### src/rtl/sdram_iface_pkg.sv
// Shared definitions for the SDRAM framebuffer interface: the read-modify-write
// state encoding and the pixel-to-byte-address mapping also used by the display path.
package sdram_iface_pkg;

    localparam int BYTES_PER_PIXEL = 4;

    typedef enum logic [2:0] {
        IDLE,
        RD_REQ,
        RD_WAIT,
        COMPUTE,
        WR_REQ,
        ADVANCE,
        DONE
    } rmw_state_e;

    // Byte address of pixel (x, y) in a linear framebuffer with the given row stride.
    function automatic logic [31:0] pixel_addr(input logic [31:0] base,
                                               input logic [31:0] x,
                                               input logic [31:0] y,
                                               input logic [31:0] stride);
        return base + ((y * stride + x) * 32'(BYTES_PER_PIXEL));
    endfunction

endpackage

### src/rtl/region_scanner.sv
// Raster-order walker over a rectangle. `last` says a step from the current pixel
// leaves the region; `clipped` is the screen-clip flag of the pixel that load/step
// selects this cycle, so the controller can branch in the same cycle it moves.
module region_scanner
    import sdram_iface_pkg::*;
#(
    parameter int COORD_W  = 16,
    parameter int SCREEN_W = 640,
    parameter int SCREEN_H = 480
) (
    input  logic               clock,
    input  logic               reset,
    input  logic               load,
    input  logic               step,
    input  logic [COORD_W-1:0] x_start,
    input  logic [COORD_W-1:0] y_start,
    input  logic [COORD_W-1:0] x_length,
    input  logic [COORD_W-1:0] y_length,
    output logic [COORD_W-1:0] x,
    output logic [COORD_W-1:0] y,
    output logic               last,
    output logic               clipped
);

    localparam logic [COORD_W-1:0] CLIP_X = COORD_W'(SCREEN_W);
    localparam logic [COORD_W-1:0] CLIP_Y = COORD_W'(SCREEN_H);
    localparam logic [COORD_W:0]   ONE    = {{COORD_W{1'b0}}, 1'b1};

    logic [COORD_W-1:0] x_org;
    // End bounds carry one extra bit so a region reaching 2^COORD_W stops instead of wrapping.
    logic [COORD_W:0]   x_end;
    logic [COORD_W:0]   y_end;
    logic [COORD_W:0]   x_inc;
    logic [COORD_W:0]   y_inc;
    logic               row_end;
    logic [COORD_W-1:0] x_nxt;
    logic [COORD_W-1:0] y_nxt;

    // Next-position selection, end-of-row/end-of-region detection and clip flag.
    always_comb begin
        // NOTE: every output of this block gets a default first so no latch is inferred.
        x_nxt   = x;
        y_nxt   = y;
        x_inc   = {1'b0, x} + ONE;
        y_inc   = {1'b0, y} + ONE;
        row_end = x_inc[COORD_W] || (x_inc >= x_end);
        last    = row_end && (y_inc[COORD_W] || (y_inc >= y_end));
        if (load) begin
            x_nxt = x_start;
            y_nxt = y_start;
        end else if (step) begin
            if (row_end) begin
                x_nxt = x_org;
                y_nxt = y_inc[COORD_W-1:0];
            end else begin
                x_nxt = x_inc[COORD_W-1:0];
            end
        end
        clipped = (x_nxt >= CLIP_X) || (y_nxt >= CLIP_Y);
    end

    // Position counters and the region bounds captured at load.
    always_ff @(posedge clock or posedge reset) begin
        if (reset) begin
            x     <= '0;
            y     <= '0;
            x_org <= '0;
            x_end <= '0;
            y_end <= '0;
        end else begin
            // NOTE: state registers use non-blocking assignments so every flop samples pre-edge values.
            x <= x_nxt;
            y <= y_nxt;
            if (load) begin
                x_org <= x_start;
                x_end <= {1'b0, x_start} + {1'b0, x_length};
                y_end <= {1'b0, y_start} + {1'b0, y_length};
            end
        end
    end

endmodule

### src/rtl/sdram_region_rmw.sv
// Region read-modify-write responder: walks a rectangle, reads each on-screen pixel
// from the SDRAM framebuffer, hands it to the client, and writes back the client's colour.
module sdram_region_rmw
    import sdram_iface_pkg::*;
#(
    parameter int          COORD_W     = 16,
    parameter int          COLOR_W     = 32,
    parameter int          ADDR_W      = 32,
    parameter logic [31:0] FB_BASE     = 32'h0000_0000,
    parameter int          SCREEN_W    = 640,
    parameter int          SCREEN_H    = 480,
    parameter int          COMPUTE_LAT = 2
) (
    input  logic               clock,
    input  logic               reset,
    input  logic               start,
    input  logic [COORD_W-1:0] x_start,
    input  logic [COORD_W-1:0] y_start,
    input  logic [COORD_W-1:0] x_length,
    input  logic [COORD_W-1:0] y_length,
    output logic [COORD_W-1:0] current_x,
    output logic [COORD_W-1:0] current_y,
    output logic [COLOR_W-1:0] old_color,
    input  logic [COLOR_W-1:0] new_color,
    output logic               done,
    output logic               busy,
    output logic [ADDR_W-1:0]  avm_address,
    output logic               avm_read,
    output logic               avm_write,
    output logic [31:0]        avm_writedata,
    output logic [3:0]         avm_byteenable,
    input  logic [31:0]        avm_readdata,
    input  logic               avm_readdatavalid,
    input  logic               avm_waitrequest
);

    localparam int CNT_W = (COMPUTE_LAT > 1) ? $clog2(COMPUTE_LAT) : 1;
    localparam logic [CNT_W-1:0] CNT_LAST = CNT_W'(COMPUTE_LAT - 1);

    rmw_state_e       state;
    logic [CNT_W-1:0] cnt;
    logic             load;
    logic             step;
    logic             last;
    logic             clipped;
    logic [31:0]      pix_addr;
    logic             access;

    assign load = (state == IDLE) && start;
    assign step = (state == ADVANCE);

    region_scanner #(
        .COORD_W  (COORD_W),
        .SCREEN_W (SCREEN_W),
        .SCREEN_H (SCREEN_H)
    ) u_scanner (
        .clock    (clock),
        .reset    (reset),
        .load     (load),
        .step     (step),
        .x_start  (x_start),
        .y_start  (y_start),
        .x_length (x_length),
        .y_length (y_length),
        .x        (current_x),
        .y        (current_y),
        .last     (last),
        .clipped  (clipped)
    );

    // Address follows the registered pixel position; it is driven only while an access is active.
    assign access         = avm_read || avm_write;
    assign pix_addr       = pixel_addr(FB_BASE, 32'(current_x), 32'(current_y), 32'(SCREEN_W));
    assign avm_address    = access ? ADDR_W'(pix_addr) : '0;
    assign avm_byteenable = access ? 4'hF : 4'h0;

    // Per-pixel read-modify-write sequencer with registered bus and handshake outputs.
    always_ff @(posedge clock or posedge reset) begin
        if (reset) begin
            state         <= IDLE;
            cnt           <= '0;
            avm_read      <= 1'b0;
            avm_write     <= 1'b0;
            avm_writedata <= '0;
            old_color     <= '0;
            done          <= 1'b0;
            busy          <= 1'b0;
        end else begin
            done <= 1'b0;
            case (state)
                IDLE: begin
                    if (start) begin
                        if (x_length == '0 || y_length == '0) begin
                            state <= DONE;
                            done  <= 1'b1;
                        end else begin
                            busy <= 1'b1;
                            if (clipped) begin
                                state <= ADVANCE;
                            end else begin
                                state    <= RD_REQ;
                                avm_read <= 1'b1;
                            end
                        end
                    end
                end
                RD_REQ: begin
                    if (!avm_waitrequest) begin
                        avm_read <= 1'b0;
                        state    <= RD_WAIT;
                    end
                end
                RD_WAIT: begin
                    if (avm_readdatavalid) begin
                        old_color <= COLOR_W'(avm_readdata);
                        cnt       <= '0;
                        state     <= COMPUTE;
                    end
                end
                COMPUTE: begin
                    if (cnt == CNT_LAST) begin
                        avm_writedata <= 32'(new_color);
                        avm_write     <= 1'b1;
                        state         <= WR_REQ;
                    end else begin
                        cnt <= cnt + 1'b1;
                    end
                end
                WR_REQ: begin
                    if (!avm_waitrequest) begin
                        avm_write <= 1'b0;
                        state     <= ADVANCE;
                    end
                end
                ADVANCE: begin
                    if (last) begin
                        state <= DONE;
                        done  <= 1'b1;
                        busy  <= 1'b0;
                    end else if (!clipped) begin
                        state    <= RD_REQ;
                        avm_read <= 1'b1;
                    end
                end
                DONE: begin
                    state <= IDLE;
                end
                default: begin
                    state <= IDLE;
                end
            endcase
        end
    end

endmodule

### config.mk
export PLATFORM = sky130hd
export DESIGN_NAME = sdram_region_rmw
export DESIGN_NICKNAME = d
export VERILOG_FILES = /design/src/rtl/sdram_iface_pkg.sv /design/src/rtl/region_scanner.sv /design/src/rtl/sdram_region_rmw.sv
export SDC_FILE = /design/constraint.sdc
export NUM_CORES = 1
export LEC_CHECK = 0
export ABC_AREA = 1
export ABC_CLOCK_PERIOD_IN_PS = 5150
export BUFFER_PORTS_ARGS = -buffer_cell sky130_fd_sc_hd__buf_2
export CAP_MARGIN = 40
export CORE_MARGIN = 4
export CORE_UTILIZATION = 25
export DETAILED_ROUTE_END_ITERATION = 6
export SLEW_MARGIN = 20
export SYNTH_ARGS = -nofsm -noshare
export SYNTH_HDL_FRONTEND = slang
export SYNTH_HIERARCHICAL = 1
export SYNTH_SLANG_ARGS = --single-unit
### constraint.sdc
create_clock -name clock -period 5.15 [get_ports clock]
set_clock_uncertainty 0.1 [all_clocks]
set_input_delay 0.2575 -clock clock [delete_from_list [all_inputs] [get_ports clock]]
set_output_delay 0.2575 -clock clock [all_outputs]
set_load 0.02 [all_outputs]
=== After elaboration in Yosys (flattened, before gate mapping) ===
Index checks and enable logic that the tools add are counted.

* Reduce and logical (&&, ||, !) cells: 21
* Mux-type cells: 37
* Multipliers: 1
* Add/sub/neg operators: 6
* Order comparisons: 4
* Equal/unequal tests: 14

{| class="wikitable"
|+ Operator list
! kind !! count
|-
| $mux W16 || 6
|-
| $add A16 B1 Y17 const B || 2
|-
| $add A16 B16 Y17 || 2
|-
| $ge A17 B17 Y1 || 2
|-
| $logic_not A16 Y1 || 2
|-
| $mux W29 || 1
|-
| $add A26 B16 Y27 || 1
|-
| $mux W3 || 9
|-
| $mul A16 B3 Y19 const B || 1
|-
| $pmux W3 S6 || 1
|-
| $ge A16 B10 Y1 const B || 1
|-
| $ge A16 B9 Y1 const B || 1
|-
| $mux W1 || 14
|-
| $ne A2 B2 Y1 const B || 7
|-
| $pmux W1 S2 || 4
|-
| $eq A3 B2 Y1 const B || 2
|-
| $eq A3 B3 Y1 const B || 2
|-
| $reduce_and A2 Y1 || 3
|-
| $reduce_and A6 Y1 || 1
|-
| $reduce_bool A2 Y1 || 3
|-
| $logic_or A1 B1 Y1 || 5
|-
| $reduce_and A5 Y1 || 1
|-
| $mux W4 || 1
|-
| $reduce_and A4 Y1 || 1
|-
| 9 further kinds || 10
|}

* Word-level logic and storage cells: 96
* Output and inout bits: 136
* Input bits: 133
* Flip-flop bits (word level): 154

=== Depth between registers and ports, before layout ===
* Depth after elaboration: 12
* Mapped depth: 31
* Mapped depth without buffers: 31

=== Hierarchy ===
The synthesis kept the hierarchy.

{| class="wikitable"
|+ Modules (own cells, without submodules)
! module !! area each (µm²) !! instances !! sequential area each (µm²) !! cells an instance
|-
| region_scanner || 6657.6 || 1 || 2052.0 || 956
|-
| sdram_region_rmw || 4983.5 || 1 || 1801.7 || 651
|}

=== Worst setup path after synthesis ===
Ideal clock, no wire load.

* Path kind: reg-to-reg
* From: register u_scanner.x[0]
* To: register state[2]
* Setup time: 83 ps
* Setup slack: 1261 ps
* Data arrival time: 3707 ps
* Period minus slack after synthesis: 3889 ps
* Buffers on the path: 1
* Stages on the path, launching flop included: 29
* Data required time: 4967 ps
* Cell sequence: dfrtp_1 -> ha_1 -> nand2_2 -> nor2_4 -> nand4_4 -> o21ai_0 -> nand2_1 -> ha_1 -> nand2_1 -> nor2_1 -> and2_1 -> nand2_1 -> nand3_1 -> nor2_4 -> nand2_8 -> buf_4 -> a21oi_1 -> nor2_1 -> nor2_2 -> nand2_1 -> nor2_1 -> nand2_1 -> nor2_1 -> nand2_1 -> inv_1 -> o22ai_1 -> nor3_1 -> o21ai_0 -> o21ai_0

* Word-level cells in the longest chain between the ends: 12
* Elaborated cells between the ends (all ways): 20
* Classes of those cells: 1 x add/sub; 3 x order compare; 1 x eq/ne; 11 x mux; 4 x reduce/logical

{| class="wikitable"
|+ Ends and longest elaborated chain
! item !! line !! RTL
|-
| from (decl) || region_scanner.sv:19 || <nowiki>output logic [COORD_W-1:0] x,</nowiki>
|-
| from (signal assigned) || region_scanner.sv:72 || <nowiki>x <= x_nxt;</nowiki>
|-
| $add A16 B1 Y17 || region_scanner.sv:44 || <nowiki>x_inc = {1'b0, x} + ONE;</nowiki>
|-
| $ge A17 B17 Y1 || region_scanner.sv:46 || <nowiki>row_end = x_inc[COORD_W] || (x_inc >= x_end);</nowiki>
|-
| $logic_or A1 B1 Y1 || region_scanner.sv:46 ||
|-
| $mux W16 || region_scanner.sv:52 || <nowiki>if (row_end) begin</nowiki>
|-
| $mux W16 || region_scanner.sv:51 || <nowiki>end else if (step) begin</nowiki>
|-
| $mux W16 || region_scanner.sv:48 || <nowiki>if (load) begin</nowiki>
|-
| $ge A16 B10 Y1 or $ge A16 B9 Y1 (tied branches) || region_scanner.sv:59 || <nowiki>clipped = (x_nxt >= CLIP_X) || (y_nxt >= CLIP_Y);</nowiki>
|-
| $logic_or A1 B1 Y1 * || region_scanner.sv:59 ||
|-
| via clipped || sdram_region_rmw.sv:45 || <nowiki>logic clipped;</nowiki>
|-
| $mux W3 || sdram_region_rmw.sv:98 || <nowiki>if (clipped) begin</nowiki>
|-
| $mux W3 || sdram_region_rmw.sv:93 || <nowiki>if (x_length == '0 || y_length == '0) begin</nowiki>
|-
| $mux W3 || sdram_region_rmw.sv:92 || <nowiki>if (start) begin</nowiki>
|-
| $pmux W3 S6 || sdram_region_rmw.sv:90 || <nowiki>case (state)</nowiki>
|-
| to (signal assigned) || sdram_region_rmw.sv:94 || <nowiki>state <= DONE;</nowiki>
|-
| to (signal assigned) || sdram_region_rmw.sv:99 || <nowiki>state <= ADVANCE;</nowiki>
|-
| to (signal assigned) || sdram_region_rmw.sv:101 || <nowiki>state <= RD_REQ;</nowiki>
|-
| to (decl) || sdram_region_rmw.sv:40 || <nowiki>rmw_state_e state;</nowiki>
|}

The timed path passes the listed nets; every way through them passes the cells marked *. The select of a mux whose other input is x is not followed.
A chain may end at the register's enable or synchronous reset.

=== Worst setup path after layout ===
* From: register u_scanner.x[8]
* To: register state[1]

* Word-level cells in the longest chain between the ends: 10
* Elaborated cells between the ends (all ways): 17
* Classes of those cells: 1 x add/sub; 3 x order compare; 1 x eq/ne; 8 x mux; 4 x reduce/logical

{| class="wikitable"
|+ Ends and longest elaborated chain
! item !! line !! RTL
|-
| $add A16 B1 Y17 * || region_scanner.sv:44 ||
|-
| $ge A17 B17 Y1 || region_scanner.sv:46 ||
|-
| $logic_or A1 B1 Y1 || region_scanner.sv:46 ||
|-
| $mux W16 * || region_scanner.sv:52 ||
|-
| $mux W16 * || region_scanner.sv:51 ||
|-
| $mux W16 * || region_scanner.sv:48 ||
|-
| via u_scanner.x_nxt[12] || region_scanner.sv:36 || <nowiki>logic [COORD_W-1:0] x_nxt;</nowiki>
|-
| $ge A16 B10 Y1 * || region_scanner.sv:59 ||
|-
| $logic_or A1 B1 Y1 * || region_scanner.sv:59 ||
|-
| via clipped || sdram_region_rmw.sv:45 ||
|-
| $ne A3 B3 Y1 (no source line) * || - ||
|-
| $reduce_and A6 Y1 (no source line) * || - ||
|-
| to (signal assigned) || sdram_region_rmw.sv:80 || <nowiki>state <= IDLE;</nowiki>
|-
| to (signal assigned) || sdram_region_rmw.sv:94 ||
|-
| to (signal assigned) || sdram_region_rmw.sv:99 ||
|}

The timed path passes the listed nets; every way through them passes the cells marked *.

==> results.ini <==
[synth]
synth_flop_cell = dfrtp_1
netlist_area_mm2 = 0.0116
yosys_warnings = 6
synth_edf_count = 0
synth.largest_area_cell = dfrtp_1
syn-mean-instance-area_um2 = 7.24
synthDistinctLibCells = 50
ys_ff_latch = 154
yosysTopAreaCellShare_pct = 33.1
async_reset_ff_share_pct = 100
synthTopCellsByArea = dfrtp_1, nand2_1, ha_1
netlist_instances = 1607
synth-seq-area-share_pct = 33.1

[final_layout]
final_nets = 2178
fin_area_mm2 = 0.0150
areaGrowthSynthToFinish_pct = 28.7
drive_gt1_share_pct = 20.9
utilization_pct = 32.8

[die]
core_area_mm2 = 0.0457
rows = 78
ios = 269
fp.dieH_um = 224
die_w_um = 224
die_area_mm2 = 0.0501
initial_core_util_pct = 25.5

[timing]
slew_headroom_pct = 50.3
worst_pin_slew_ns = 0.746
hold_viol = 0
rsz0062_at_grt = false
fmaxAchievable_mhz = 223
maxSlewViolCount = 0
fin_setup_tns_ns = 0
post-route-period-util_pct = 87.2
post-route-min-period_ns = 4.49
setup_viol = 0

[global_route]
grt_pass1_wl_um = 62700
grt_max_degree = 58
grt.total_usage_pct = 15.5
antenna_found_initial = 11
grt_overflow = 0
grt_pass1_vias = 11800

[route]
route.met3.wl_um = 2610
postRouteAntennaNets = 0
routed_wl_um = 39600
first_iter_violations = 548
vias = 11500
wire_per_inst_um = 15.5
drc = 0
maxUsedRoutingLayer = met5
met1_length_um = 18000
drtPass1Iterations = 5
viasPerCell = 4.52
route.met2.wl_um = 18000

[clock_network]
tritoncts = done
clkTransAtPathRegs_ns = 0.07
cts-htree-levels = 4
cts_buffers = 17
clk_path_buf_depth = 2
cts.sinks = 154
clock_latency_ns = 0.43
root_buffer = clkbuf_16

[power]
ir_worst_vdd_mv = 0.632
p_int_mw = 5.25
cellPowerDensity_mw_per_mm2 = 767
combPwrFrac_pct = 68.2
p_clk_share_pct = 11.4
power.switching_mw = 6.23
sequentialPowerShare_pct = 20.3
sw_frac_of_total_pct = 54.2
power_leakage_nw = 8.15

[critical_path]
crit_required_ns = 5.40
r2r_start = u_scanner/x[8]
reg2regPathDepth = 26
criticalPathCategory = flip-flop to flip-flop
cp.arrival_ns = 4.74
cp-endpoint = state[1]
r2r_slack_ns = 0.66
critPathLaunch = u_scanner/x[8]
crit_path_max_fanout = 23
rr_endpoint = state[1]
critPathLaunchType = flip-flop
cp-end-kind = flip-flop

[min_path]
timing.hold.worst.class = primary input to flip-flop

[place]
placed_area_mm2 = 0.0136
routabilityCongestion = 0.889
portBuffers = 262
hpwl_um = 31400

[job]
cap_violations = 0

[run_status]
status = complete, no violations

-- state kept, by name, summed over array words and instances (netlist names) --
name / flops
avm_read: 1
avm_writedata: 32
u_scanner/y_end: 17
cnt: 1
avm_write: 1
u_scanner/x_end: 17
u_scanner/x_org: 16
u_scanner/y: 16
done: 1
old_color: 32
state: 3
u_scanner/x: 16
busy: 1
-- cell usage after synthesis (18+ instances only) --
master and number:
nand2_1 474, inv_1 222, dfrtp_1 154, nor2_1 133, ha_1 105, nand3_1 83, o21ai_0 79, a21oi_1 70
mux2_2 32, nand4_1 29, xor2_1 26, clkbuf_1 24, nand2_2 19, xnor2_1 18
-- placed cells by master (no fill, tap or decap), types with 5 or more instances in the layout --
cell and count:
a21o_1 6, a21oi_1 70, a31oi_1 5, buf_2 262, buf_4 12, clkbuf_16 17
conb_1 6, dfrtp_1 154, dlygate4sd3_1 74, ha_1 105, inv_1 219, inv_2 5
inv_6 5, mux2_2 32, nand2_1 474, nand2_2 19, nand3_1 83, nand3_2 9
nand4_1 29, nor2_1 132, nor2_2 9, nor2_4 7, nor3_1 14, o21ai_0 79
o21ai_1 5, o21bai_1 5, o22ai_1 6, or2_2 5, xnor2_1 18, xor2_1 26
-- cells by family after synthesis --
kind of cell | share of synthesized area, %
simple gates | 29.8
buf+inv | 9.29
compound gates | 9.43
flops | 33.1
fa+ha+maj | 12.0
xor+xnor | 3.31
mux | 3.10
other cells | 0.0322
-- through the flow --
stage / hold WS [ns] / power (mW) / instances / setup slack (ns)
2_1_floorplan: 0.267 / 7.90 / 1612 / 1.26
3_3_place_gp: 0.338 / 10.0 / 2441 / 0.640
3_5_place_dp: 0.346 / 10.1 / 2443 / 0.587
4_1_cts: 0.000979 / 11.6 / 2549 / 0.523
5_1_grt: 0.0281 / 12.6 / 2549 / 0.0583
6_report: 0.0290 / 11.5 / 2551 / 0.658
-- per-layer routing --
layer | vias to the layer above | global-route usage, %
met2 | 345 | 25.5
met4 | 20 | 4.16
met5 | - | 0
li1 | 5793 | -
met3 | 70 | 4.09
met1 | 5306 | 20.3
-- power groups by stage --
stage / Clock, mW / Sequential, mW / Combinational, mW
3_5_place_dp: 0 / 2.34 / 7.80
3_3_place_gp: 0 / 2.32 / 7.69
4_1_cts: 1.35 / 2.33 / 7.87
2_1_floorplan: 0 / 2.68 / 5.22
5_1_grt: 1.40 / 2.43 / 8.81
6_report: 1.31 / 2.33 / 7.84
-- timing repair --
| action | in CTS | in global routing |
|---|---|---|
| hold buffers | 74 | 0 |
| gates resized for setup | 0 | 1 |
| buffers inserted | 0 | 0 |
| hold endpoints to repair | 143 | 0 |
| setup endpoints to repair | 0 | 3 |
-- worst min path at each step --
stage	from	endpoint	depth (start not counted)
2_1_floorplan	avm_readdata[0]	old_color[0]	2
3_3_place_gp	reset	done	2
3_5_place_dp	reset	state[0]	2
4_1_cts	y_start[12]	u_scanner/y[12]	3
5_1_grt	y_start[12]	u_scanner/y[12]	3
6_report	x_start[0]	u_scanner/x_org[0]	3
-- final cells by class --
cell class / instances / area (µm²)
clock buffers: 19 / 443
well taps: 600 / 751
clock inverters: 13 / 154
multi-input cells: 1187 / 6740
flip-flops and latches: 154 / 3850
inverters: 226 / 850
fillers: 4822 / 30700
repair buffers: 350 / 2180
diodes: 2 / 5.00
-- critical path, stage by stage (launching register included) --
cell and delay (ns):
dfrtp_1 0.54, nand2_1 0.11, inv_1 0.14, nand4_1 0.14, nor3_1 0.20, xor2_1 0.29, ha_1 0.29, nand2_1 0.08
nor2_1 0.06, and2_1 0.14, nand2_1 0.06, nand3_1 0.10, nor2_4 0.22, nand2_8 0.18, nand2_4 0.26, inv_2 0.17
nand3_1 0.10, nand3_1 0.11, nor2_1 0.10, nand2_1 0.07, nor2_1 0.10, nand2_1 0.11, inv_1 0.12, o22ai_1 0.10
nor3_2 0.26, o31ai_1 0.12, o21ai_0 0.10
No activity file was read; power rests on OpenSTA's default activity.
